## src/rtl/sys_cmd_ctrl_if.sv

```systemverilog
// Bus bundle between the command controller and its neighbours (UART RX, RegFile, ALU, TX FIFO).
// Strobe semantics: RX_D_VLD, RdData_valid, OUT_valid, WrEN, ALU_EN, WR_INC and CMD_ERR are
// single-cycle qualifiers sampled on the rising clock edge; WR_INC is only raised while FIFO_FULL=0.
interface sys_cmd_ctrl_if #(
  parameter int DATA_WIDTH = 8,
  parameter int ADDR_WIDTH = 4
);
  logic [DATA_WIDTH-1:0]   RX_P_DATA;
  logic                    RX_D_VLD;
  logic [DATA_WIDTH-1:0]   RdData;
  logic                    RdData_valid;
  logic [2*DATA_WIDTH-1:0] ALU_OUT;
  logic                    OUT_valid;
  logic                    FIFO_FULL;
  logic                    WrEN;
  logic                    RdEN;
  logic [ADDR_WIDTH-1:0]   Address;
  logic [DATA_WIDTH-1:0]   WrData;
  logic                    ALU_EN;
  logic [3:0]              ALU_FUN;
  logic                    CLKG_EN;
  logic                    CLKDIV_EN;
  logic [DATA_WIDTH-1:0]   WR_DATA_FIFO;
  logic                    WR_INC;
  logic                    CMD_ERR;

  modport master (
    input  RX_P_DATA, RX_D_VLD, RdData, RdData_valid, ALU_OUT, OUT_valid, FIFO_FULL,
    output WrEN, RdEN, Address, WrData, ALU_EN, ALU_FUN, CLKG_EN, CLKDIV_EN,
           WR_DATA_FIFO, WR_INC, CMD_ERR
  );

  modport slave (
    output RX_P_DATA, RX_D_VLD, RdData, RdData_valid, ALU_OUT, OUT_valid, FIFO_FULL,
    input  WrEN, RdEN, Address, WrData, ALU_EN, ALU_FUN, CLKG_EN, CLKDIV_EN,
           WR_DATA_FIFO, WR_INC, CMD_ERR
  );
endinterface

```

## src/rtl/sys_cmd_ctrl.sv

```systemverilog
// Command frame parser: decodes RX bytes into RegFile/ALU operations and serialises the
// responses into the TX FIFO, with backpressure, frame timeout and error pulses.
module sys_cmd_ctrl #(
  parameter int DATA_WIDTH  = 8,
  parameter int ADDR_WIDTH  = 4,
  parameter int TIMEOUT_CYC = 1024
) (
  input  logic                 CLK,
  input  logic                 RST,
  sys_cmd_ctrl_if.master       bus,
  output logic [3:0]           o_dbg_state
);

  localparam int DW = DATA_WIDTH;
  localparam int AW = ADDR_WIDTH;
  localparam int TW = (TIMEOUT_CYC > 1) ? $clog2(TIMEOUT_CYC) : 1;

  localparam logic [DW-1:0] OP_WR  = DW'(8'hAA);
  localparam logic [DW-1:0] OP_RD  = DW'(8'hBB);
  localparam logic [DW-1:0] OP_CC  = DW'(8'hCC);
  localparam logic [DW-1:0] OP_DD  = DW'(8'hDD);

  typedef enum logic [3:0] {
    ST_IDLE     = 4'd0,
    ST_WR_ADDR  = 4'd1,
    ST_WR_DATA  = 4'd2,
    ST_RD_ADDR  = 4'd3,
    ST_RD_WAIT  = 4'd4,
    ST_ALU_A    = 4'd5,
    ST_ALU_B    = 4'd6,
    ST_ALU_FUN  = 4'd7,
    ST_ALU_WAIT = 4'd8,
    ST_TX_LO    = 4'd9,
    ST_TX_HI    = 4'd10
  } state_t;

  state_t            r_state;
  logic [AW-1:0]     r_addr;
  logic [2*DW-1:0]   r_tx_buf;
  logic              r_tx_two;
  logic [TW-1:0]     r_to_cnt;

  logic              r_wr_en;
  logic              r_rd_en;
  logic [AW-1:0]     r_address;
  logic [DW-1:0]     r_wr_data;
  logic              r_alu_en;
  logic [3:0]        r_alu_fun;
  logic              r_clkg_en;
  logic              r_clkdiv_en;
  logic [DW-1:0]     r_fifo_data;
  logic              r_wr_inc;
  logic              r_cmd_err;

  logic              w_wait_state;
  logic              w_busy_state;
  logic              w_progress;
  logic              w_timeout;

  always_comb begin
    w_wait_state = 1'b0;
    w_busy_state = 1'b0;
    w_progress   = 1'b0;
    case (r_state)
      ST_WR_ADDR, ST_WR_DATA, ST_RD_ADDR, ST_ALU_A, ST_ALU_B, ST_ALU_FUN: begin
        w_wait_state = 1'b1;
        w_progress   = bus.RX_D_VLD;
      end
      ST_RD_WAIT: begin
        w_wait_state = 1'b1;
        w_busy_state = 1'b1;
        w_progress   = bus.RdData_valid;
      end
      ST_ALU_WAIT: begin
        w_wait_state = 1'b1;
        w_busy_state = 1'b1;
        w_progress   = bus.OUT_valid;
      end
      ST_TX_LO, ST_TX_HI: w_busy_state = 1'b1;
      default: ;
    endcase
  end

  // A zero TIMEOUT_CYC removes the abort path entirely.
  assign w_timeout = (TIMEOUT_CYC != 0) && w_wait_state && !w_progress &&
                     (r_to_cnt == TW'(TIMEOUT_CYC - 1));

  always_ff @(posedge CLK or negedge RST) begin
    if (!RST) begin
      r_state     <= ST_IDLE;
      r_addr      <= '0;
      r_tx_buf    <= '0;
      r_tx_two    <= 1'b0;
      r_to_cnt    <= '0;
      r_wr_en     <= 1'b0;
      r_rd_en     <= 1'b0;
      r_address   <= '0;
      r_wr_data   <= '0;
      r_alu_en    <= 1'b0;
      r_alu_fun   <= '0;
      r_clkg_en   <= 1'b0;
      r_clkdiv_en <= 1'b1;
      r_fifo_data <= '0;
      r_wr_inc    <= 1'b0;
      r_cmd_err   <= 1'b0;
    end else begin
      r_wr_en   <= 1'b0;
      r_alu_en  <= 1'b0;
      r_wr_inc  <= 1'b0;
      r_cmd_err <= 1'b0;

      if (w_wait_state && !w_progress) r_to_cnt <= r_to_cnt + 1'b1;
      else                             r_to_cnt <= '0;

      // Bytes that arrive while a response is pending are discarded and flagged.
      if (bus.RX_D_VLD && w_busy_state) r_cmd_err <= 1'b1;

      if (w_timeout) begin
        r_cmd_err <= 1'b1;
        r_clkg_en <= 1'b0;
        r_rd_en   <= 1'b0;
        r_to_cnt  <= '0;
        r_state   <= ST_IDLE;
      end else begin
        case (r_state)
          ST_IDLE: if (bus.RX_D_VLD) begin
            case (bus.RX_P_DATA)
              OP_WR:   r_state <= ST_WR_ADDR;
              OP_RD:   r_state <= ST_RD_ADDR;
              OP_CC:   r_state <= ST_ALU_A;
              OP_DD:   r_state <= ST_ALU_FUN;
              default: r_cmd_err <= 1'b1;
            endcase
          end
          ST_WR_ADDR: if (bus.RX_D_VLD) begin
            r_addr  <= bus.RX_P_DATA[AW-1:0];
            r_state <= ST_WR_DATA;
          end
          ST_WR_DATA: if (bus.RX_D_VLD) begin
            r_wr_en   <= 1'b1;
            r_address <= r_addr;
            r_wr_data <= bus.RX_P_DATA;
            r_state   <= ST_IDLE;
          end
          ST_RD_ADDR: if (bus.RX_D_VLD) begin
            r_rd_en   <= 1'b1;
            r_address <= bus.RX_P_DATA[AW-1:0];
            r_state   <= ST_RD_WAIT;
          end
          ST_RD_WAIT: if (bus.RdData_valid) begin
            r_rd_en  <= 1'b0;
            r_tx_buf <= {{DW{1'b0}}, bus.RdData};
            r_tx_two <= 1'b0;
            r_state  <= ST_TX_LO;
          end
          ST_ALU_A: if (bus.RX_D_VLD) begin
            r_wr_en   <= 1'b1;
            r_address <= AW'(0);
            r_wr_data <= bus.RX_P_DATA;
            r_state   <= ST_ALU_B;
          end
          ST_ALU_B: if (bus.RX_D_VLD) begin
            r_wr_en   <= 1'b1;
            r_address <= AW'(1);
            r_wr_data <= bus.RX_P_DATA;
            r_state   <= ST_ALU_FUN;
          end
          ST_ALU_FUN: if (bus.RX_D_VLD) begin
            r_alu_en  <= 1'b1;
            r_alu_fun <= bus.RX_P_DATA[3:0];
            r_clkg_en <= 1'b1;
            r_state   <= ST_ALU_WAIT;
          end
          ST_ALU_WAIT: if (bus.OUT_valid) begin
            r_clkg_en <= 1'b0;
            r_tx_buf  <= bus.ALU_OUT;
            r_tx_two  <= 1'b1;
            r_state   <= ST_TX_LO;
          end
          ST_TX_LO: if (!bus.FIFO_FULL) begin
            r_wr_inc    <= 1'b1;
            r_fifo_data <= r_tx_buf[DW-1:0];
            r_state     <= r_tx_two ? ST_TX_HI : ST_IDLE;
          end
          ST_TX_HI: if (!bus.FIFO_FULL) begin
            r_wr_inc    <= 1'b1;
            r_fifo_data <= r_tx_buf[2*DW-1:DW];
            r_state     <= ST_IDLE;
          end
          default: r_state <= ST_IDLE;
        endcase
      end
    end
  end

  assign bus.WrEN         = r_wr_en;
  assign bus.RdEN         = r_rd_en;
  assign bus.Address      = r_address;
  assign bus.WrData       = r_wr_data;
  assign bus.ALU_EN       = r_alu_en;
  assign bus.ALU_FUN      = r_alu_fun;
  assign bus.CLKG_EN      = r_clkg_en;
  assign bus.CLKDIV_EN    = r_clkdiv_en;
  assign bus.WR_DATA_FIFO = r_fifo_data;
  assign bus.WR_INC       = r_wr_inc;
  assign bus.CMD_ERR      = r_cmd_err;
  assign o_dbg_state      = r_state;

endmodule
```

## src/flat_wrapper.sv

```systemverilog
// flat-port wrapper written by rule: the top's interface ports become plain ports
module sys_cmd_ctrl_flat 
#(
  parameter int DATA_WIDTH  = 8,
  parameter int ADDR_WIDTH  = 4,
  parameter int TIMEOUT_CYC = 1024
)
  (CLK, RST, o_dbg_state, bus_RX_P_DATA, bus_RX_D_VLD, bus_RdData, bus_RdData_valid, bus_ALU_OUT, bus_OUT_valid, bus_FIFO_FULL, bus_WrEN, bus_RdEN, bus_Address, bus_WrData, bus_ALU_EN, bus_ALU_FUN, bus_CLKG_EN, bus_CLKDIV_EN, bus_WR_DATA_FIFO, bus_WR_INC, bus_CMD_ERR);
  sys_cmd_ctrl_if #(.DATA_WIDTH(DATA_WIDTH), .ADDR_WIDTH(ADDR_WIDTH)) bus_i ();
  input  logic CLK;
  input  logic RST;
  output logic [3:0] o_dbg_state;
  input wire logic [$bits(bus_i.RX_P_DATA)-1:0] bus_RX_P_DATA;
  input wire logic [$bits(bus_i.RX_D_VLD)-1:0] bus_RX_D_VLD;
  input wire logic [$bits(bus_i.RdData)-1:0] bus_RdData;
  input wire logic [$bits(bus_i.RdData_valid)-1:0] bus_RdData_valid;
  input wire logic [$bits(bus_i.ALU_OUT)-1:0] bus_ALU_OUT;
  input wire logic [$bits(bus_i.OUT_valid)-1:0] bus_OUT_valid;
  input wire logic [$bits(bus_i.FIFO_FULL)-1:0] bus_FIFO_FULL;
  output wire logic [$bits(bus_i.WrEN)-1:0] bus_WrEN;
  output wire logic [$bits(bus_i.RdEN)-1:0] bus_RdEN;
  output wire logic [$bits(bus_i.Address)-1:0] bus_Address;
  output wire logic [$bits(bus_i.WrData)-1:0] bus_WrData;
  output wire logic [$bits(bus_i.ALU_EN)-1:0] bus_ALU_EN;
  output wire logic [$bits(bus_i.ALU_FUN)-1:0] bus_ALU_FUN;
  output wire logic [$bits(bus_i.CLKG_EN)-1:0] bus_CLKG_EN;
  output wire logic [$bits(bus_i.CLKDIV_EN)-1:0] bus_CLKDIV_EN;
  output wire logic [$bits(bus_i.WR_DATA_FIFO)-1:0] bus_WR_DATA_FIFO;
  output wire logic [$bits(bus_i.WR_INC)-1:0] bus_WR_INC;
  output wire logic [$bits(bus_i.CMD_ERR)-1:0] bus_CMD_ERR;
  assign bus_i.RX_P_DATA = bus_RX_P_DATA;
  assign bus_i.RX_D_VLD = bus_RX_D_VLD;
  assign bus_i.RdData = bus_RdData;
  assign bus_i.RdData_valid = bus_RdData_valid;
  assign bus_i.ALU_OUT = bus_ALU_OUT;
  assign bus_i.OUT_valid = bus_OUT_valid;
  assign bus_i.FIFO_FULL = bus_FIFO_FULL;
  assign bus_WrEN = bus_i.WrEN;
  assign bus_RdEN = bus_i.RdEN;
  assign bus_Address = bus_i.Address;
  assign bus_WrData = bus_i.WrData;
  assign bus_ALU_EN = bus_i.ALU_EN;
  assign bus_ALU_FUN = bus_i.ALU_FUN;
  assign bus_CLKG_EN = bus_i.CLKG_EN;
  assign bus_CLKDIV_EN = bus_i.CLKDIV_EN;
  assign bus_WR_DATA_FIFO = bus_i.WR_DATA_FIFO;
  assign bus_WR_INC = bus_i.WR_INC;
  assign bus_CMD_ERR = bus_i.CMD_ERR;
  sys_cmd_ctrl #(.DATA_WIDTH(DATA_WIDTH), .ADDR_WIDTH(ADDR_WIDTH), .TIMEOUT_CYC(TIMEOUT_CYC)) u_core (.CLK(CLK), .RST(RST), .bus(bus_i), .o_dbg_state(o_dbg_state));
endmodule
```

## config.mk

```make
export PLATFORM = sky130hd
export DESIGN_NAME = sys_cmd_ctrl_flat
export DESIGN_NICKNAME = d
export VERILOG_FILES = /design/src/rtl/sys_cmd_ctrl_if.sv /design/src/rtl/sys_cmd_ctrl.sv /design/src/flat_wrapper.sv
export SDC_FILE = /design/constraint.sdc
export NUM_CORES = 1
export LEC_CHECK = 0
export CORE_MARGIN = 3
export CORE_UTILIZATION = 50
export CTS_CLUSTER_DIAMETER = 60
export DETAILED_ROUTE_END_ITERATION = 10
export PLACE_DENSITY = 0.81
export SKIP_LAST_GASP = 1
export SLEW_MARGIN = 25
export SYNTH_ARGS = -nofsm -noshare
export SYNTH_HDL_FRONTEND = slang
export SYNTH_SLANG_ARGS = --single-unit
```

## constraint.sdc

```tcl
create_clock -name CLK -period 2 [get_ports CLK]
set_clock_uncertainty 0.15 [all_clocks]
set_input_delay 0.5 -clock CLK [delete_from_list [all_inputs] [get_ports CLK]]
set_output_delay 0.5 -clock CLK [all_outputs]
set_load 0.01 [all_outputs]
```

After elaboration in Yosys (flattened, before gate mapping)
Index checks and enable logic that the tools add are counted.
{ "totals": {"register_bits": 65, "inputBits": 38, "output_inout_bits": 35, "elab_cells": 129} }
{ "classes": {"add_sub_neg": 1, "n_eq_ne": 35, "n_mux": 52, "bitwise": 1, "reduce_logical": 25} }
{ "ops": {"columns": ["op", "count"], "rows": [
  ["$mux 4", 16],
  ["$pmux 4 s11", 1],
  ["$ne 3x2->1 const B", 11],
  ["$eq 8x8->1 const B", 4],
  ["$mux 16", 2],
  ["$pmux 16 s2", 1],
  ["$pmux 4 s4", 2],
  ["$mux 1", 21],
  ["$mux 10", 2],
  ["$eq 4x3->1 const B", 4],
  ["$mux 8", 2],
  ["$ne 2x2->1 const B", 8],
  ["$pmux 8 s2", 1],
  ["$reduce_and 3->1", 5],
  ["$eq 4x4->1 const B", 3],
  ["$reduce_and 12->1", 1],
  ["$add 10x1->10 const B", 1],
  ["$eq 10x10->1 const B", 1],
  ["$eq 4x2->1 const B", 2],
  ["$reduce_and 4->1", 2],
  ["$reduce_or 4->1", 2],
  ["$reduce_or 8->1", 1],
  ["$ne 6x5->1 const B", 1],
  ["$pmux 1 s2", 3],
  ["13 further kinds", 17]
]} }

Longest topological paths before layout
{ "depth": {"word_depth": 9, "depth_mapped": 7, "ltp_nobuf": 5} }

Worst setup path before layout
OpenSTA, ideal clock, no wires.
{ "synth_timing": {"path_type": "reg2reg", "start": "reg u_core.r_state[0], in the netlist u_core.o_dbg_state[0]", "end": "reg u_core.r_wr_data[0], in the netlist u_core.bus.WrData[0]", "setup_time_ns": 0.125, "t_arrival_ns": 1.501, "required_time_ns": 1.725, "slack_ns": 0.224, "stages_incl_launch_ff": 6, "path_buffers": 1, "synth_period_minus_slack_ns": 1.776, "path_cell_list": "dfrtp_1 > buf_4 > nand2_2 > or2_4 > a21oi_4 > mux2_4"} }
{ "synth_between": {"elab_chain_cells": 8, "word_cells_on_any_way": 18, "classes_between": "eq/ne: 8; mux: 2; bitwise: 1; reduce/logical: 7"} }
{ "synth_lines": {"columns": ["element", "line_no", "source"], "rows": [
  ["from (decl)", "sys_cmd_ctrl.sv:37", "state_t r_state;"],
  ["from (signal assigned)", "sys_cmd_ctrl.sv:183", "r_state <= r_tx_two ? ST_TX_HI : ST_IDLE;"],
  ["$eq 4x1->1, or another cell as far along", "sys_cmd_ctrl.sv:64", "case (r_state)"],
  ["$reduce_or 6->1", "sys_cmd_ctrl.sv:64", null],
  ["$pmux 1 s3", "sys_cmd_ctrl.sv:64", null],
  ["$logic_not 1->1", "sys_cmd_ctrl.sv:85", "assign w_timeout = (TIMEOUT_CYC != 0) && w_wait_state && !w_progress &&"],
  ["$logic_and 1x1->1 (2 in series)", "sys_cmd_ctrl.sv:85", null],
  ["$not 1->1 (no source line)", null, null],
  ["$reduce_and 3->1 (no source line) (*)", null, null],
  ["to (signal assigned)", "sys_cmd_ctrl.sv:142", "r_wr_data <= bus.RX_P_DATA;"],
  ["to (signal assigned)", "sys_cmd_ctrl.sv:159", "r_wr_data <= bus.RX_P_DATA;"],
  ["to (signal assigned)", "sys_cmd_ctrl.sv:165", "r_wr_data <= bus.RX_P_DATA;"],
  ["to (decl)", "sys_cmd_ctrl.sv:46", "logic [DW-1:0] r_wr_data;"]
]} }
Mark *: on every way between the ends. The rest lies on a longest branch, timed or not.
A chain may end at the register's enable or synchronous reset.

Final worst setup path
{ "layout_timing": {"start": "in bus_RX_P_DATA[4]", "end": "reg u_core.r_state[2], in the netlist u_core.o_dbg_state[2]"} }
{ "layout_between": {"elab_chain_cells": 5, "word_cells_on_any_way": 10, "classes_between": "eq/ne: 5; mux: 4; reduce/logical: 1"} }
{ "layout_lines": {"columns": ["element", "line_no", "source"], "rows": [
  ["from (decl)", "flat_wrapper.sv:13", "input wire logic [$bits(bus_i.RX_P_DATA)-1:0] bus_RX_P_DATA;"],
  ["$eq 8x8->1", "sys_cmd_ctrl.sv:127", "case (bus.RX_P_DATA)"],
  ["$pmux 4 s4", "sys_cmd_ctrl.sv:127", null],
  ["$mux 4", "sys_cmd_ctrl.sv:126", "ST_IDLE: if (bus.RX_D_VLD) begin"],
  ["$pmux 4 s11", "sys_cmd_ctrl.sv:125", "case (r_state)"],
  ["$mux 4", "sys_cmd_ctrl.sv:118", "if (w_timeout) begin"]
]} }
Several ways; a longest one is shown, not always the timed one. The select of a mux whose other input is x is not followed.

==> reports/qor.yml <==
power:
  power.leakage_nw: 2.03
  ir_drop_v: 0.000899
  p_total_mw: 6.34
  p_per_area_nw_per_um2: 1410
finish:
  final_nets: 449
  synthToLayoutAreaGrowth_pct: 40.8
  fillers: 403
  multi_input_area_um2: 1500
  num_antenna_cells: 0
  seq_area_um2: 1630
  layout-drive-gt1-share_pct: 21.2
  design_area_um2: 4490
synthesis:
  synthFlopType: "dfrtp_1"
  seq_area_frac_synth_pct: 51.0
  ys_ff_latch: 65
  synth_compound_area_share_pct: 14.7
  netlist_area_um2: 3190
  syn_avg_cell_area_um2: 10.6
  async_flop_share_pct: 100
  syn_inst: 302
  syn_nets: 341
  synthAdderAreaFrac_pct: 0.392
  synth_edf_count: 0
  synthSimpleGateAreaFrac_pct: 16.2
  synth-xor-area-share_pct: 3.29
  synthMuxAreaShare_pct: 10.8
  synth_top_family_by_area: "simple AND/OR/NAND/NOR gates"
  synth_cell_types: 53
  ys_warn_count: 1
floorplanning:
  start_util_pct: 52.6
  die_h_um: 85.9
  die_area_um2: 7380
  core-area_um2: 6060
  rows: 28
  dieWidth_um: 85.9
  pin_count: 73
cts:
  cts_root_buf: "clkbuf_8"
  cts_tree: "yes"
  cts_htree_levels: 3
  ctsHoldBuffers: 0
  numClockSinks: 65
  clk_latency_ns: 0.35
  clk_pin_slew_ns: 0.07
  cts_buffers: 9
  cts_buffer_depth: 2
sta:
  finalCriticalPeriod_ns: 1.97
  fmax_mhz: 507
  whs_ns: -0.00130
  slew_viol_final: 0
  hold_viol: 2
  period_share_pct: 98.6
  setup_viol: 0
critical_path:
  worstPathCellList: "clkdlybuf4s50_1 -> xnor2_1 -> o211a_4 -> o21a_1 -> a21oi_1 -> a311oi_1"
  startpoint: "bus_RX_P_DATA[4]"
  rr_startpoint: "u_core.o_dbg_state[2]"
  worst_setup_path_end_kind: "flop"
  cp-start-kind: "input pin"
  max_stage_delay_ns: 0.47
  crit_arrival_ns: 2.06
  cp_slowest_cell: "clkdlybuf4s50_1"
  cp_max_fo: 5
  required_ns: 2.09
  critical_path_class: "in2reg"
grt:
  grt_max_degree: 66
  grt_pass1_wl_mm: 13.6
  antenna_found_initial: 0
  grt.overflow.total: 0
  track_usage_pct: 23.6
  grt_pass1_vias: 2708
hold_path:
  min_path_type: "in2async"
detailed_routing:
  ant_nets: 0
  first_iter_violations: 204
  via_per_inst: 5.42
  wire_per_inst_um: 16.6
  drc: 0
  vias: 2657
  drt_first_pass_iters: 4
  routed_wl_mm: 8.12
placement:
  place.port_buffers: 71
  placed_area_um2: 4230
  dp_hpwl_mm: 5.69
  gp_congestion: 0.824
outcome:
  violations: "hold timing"
  status: "complete, but fails checks"
run:
  maxCapViolations: 0
-- synthesized netlist by cell type, types with 2 or more instances --
cell type  number  area share, %
a21o_1          2           0.47
a21oi_1        14            2.2
a22o_1          9            2.5
a22oi_1         4           0.94
and2_1          2           0.39
and2b_1         2           0.47
and3_1          4           0.78
and4_1          3           0.82
and4bb_1        2           0.78
buf_2           7            1.1
buf_4           5            1.2
dfrtp_1        65             51
inv_1           6           0.71
mux2_2          4            1.4
mux2_4          8            3.8
mux2i_1        18            5.6
nand2_1        42            4.9
nand2b_1        4           0.78
nand3_1         4           0.63
nor2_1         21            2.5
nor2b_1         2           0.39
nor3_1          3           0.47
o21a_1          2           0.47
o21ai_0        10            1.6
o21ai_1        19            3.0
or3_1           3           0.59
xnor2_1         4            1.1
xor2_1          8            2.2
-- per-stage QoR --
stage	setup WS, ns	hold slack [ns]	TNS [ns]	utilization [%]	cells
finish	0.0276	-0.00130	0	74.1	490
global route	-0.0102	0.0157	-0.0102	74.1	490
CTS	0.0499	0.0144	0	73.3	490
detailed placement	-0.292	0.321	-2.76	69.7	469
global placement	-0.257	0.307	-2.12	69.7	469
floorplan	0.224	0.0544	0	-	302
-- final cells by class --
type                    instances  share of cell area, %
clock buffers                  11                   3.15
clock inverters                 5                  0.696
flip-flops and latches         65                   36.3
multi-input cells             217                   33.3
inverters                       6                  0.501
well taps                      75                   2.09
repair buffers                111                   24.0
-- registers in the layout (all words and copies together) (netlist names) --
signal and flops:
u_core.bus.ALU_EN 1, u_core.bus.CMD_ERR 1, u_core.bus.WR_INC 1, u_core.bus.WrEN 1, u_core.bus.CLKG_EN 1, u_core.r_tx_two 1, u_core.bus.RdEN 1, u_core.r_tx_buf 16
u_core.bus.ALU_FUN 4, u_core.bus.WR_DATA_FIFO 8, u_core.r_to_cnt 10, u_core.bus.Address 4, u_core.o_dbg_state 4, u_core.r_addr 4, u_core.bus.WrData 8
-- placed cells by master, fill, tap and decap left out, types with 3 or more instances in the layout --
cell / Yosys / final
a22oi_1: 4 / 4
and4_1: 3 / 3
clkbuf_8: 0 / 10
mux2i_1: 18 / 18
nand2b_1: 4 / 4
xnor2_1: 4 / 4
dlymetal6s2s_1: 0 / 3
nor2_1: 21 / 20
o21ai_1: 19 / 19
mux2_4: 8 / 8
a22o_1: 9 / 9
xor2_1: 8 / 8
nand3_1: 4 / 4
clkinv_2: 0 / 3
inv_1: 6 / 6
nand2_1: 42 / 42
dfrtp_1: 65 / 61
and3_1: 4 / 4
or3_1: 3 / 3
o21ai_0: 10 / 9
clkdlybuf4s50_1: 0 / 67
mux2_2: 4 / 4
dfrtp_2: 0 / 4
buf_4: 5 / 35
buf_12: 0 / 5
a21oi_1: 14 / 12
nor3_1: 3 / 3
-- path summary, 6_finish.rpt --
check,endpoint,slack [ns],cells after the start
worst max-delay path,u_core.o_dbg_state[2],0.03,6
worst min register to register,u_core.bus.WR_DATA_FIFO[2],0.33,2
min in group CLK,u_core.bus.WR_DATA_FIFO[2],0.33,2
max in group asynchronous,u_core.o_dbg_state[2],1.40,2
worst max register to register,u_core.r_addr[2],0.07,6
worst min-delay path,u_core.r_tx_buf[15],-0.001,2
-- kinds of logic (layout without fill, tap and decap cells) --
| group | count (synthesis) | after routing |
|---|---|---|
| DFF | 65 | 65 |
| and+or+nand+nor | 101 | 101 |
| adders and majority gates | 1 | 1 |
| other | 1 | 1 |
| muxes | 30 | 30 |
| buffers and inverters | 20 | 133 |
| AOI/OAI and AO/OA | 72 | 72 |
| xor gates and xnor gates | 12 | 12 |
-- routing by layer --
metal | up-vias | track usage [%] | share of wire (%)
met4 | 0 | 7.34 | 1.8
li1 | 1275 | - | -
met3 | 17 | 6.15 | 5.4
met2 | 87 | 38.3 | 50
met5 | - | 0 | 0
met1 | 1278 | 31.2 | 43
-- timing repair --
item                                    in CTS  in global routing
gates resized for setup                      4                 13
pin swaps                                    0                  1
setup buffers                                5                  0
endpoints found under the setup margin       4                 15
-- critical path, delay by kind of cell --
family                    cells  cell delay [ns]
AOI/OAI and AO/OA             4             0.79
xor gates and xnor gates      1             0.30
buffers and inverters         1             0.47
-- power by group --
group	switching (mW)	leakage (nW)	total (mW)	internal, mW
logic	1.49	1.12	3.17	1.68
registers	0.345	0.823	2.19	1.85
clock network	0.496	0.0891	0.975	0.479
Power figures use the tool's default switching activity.
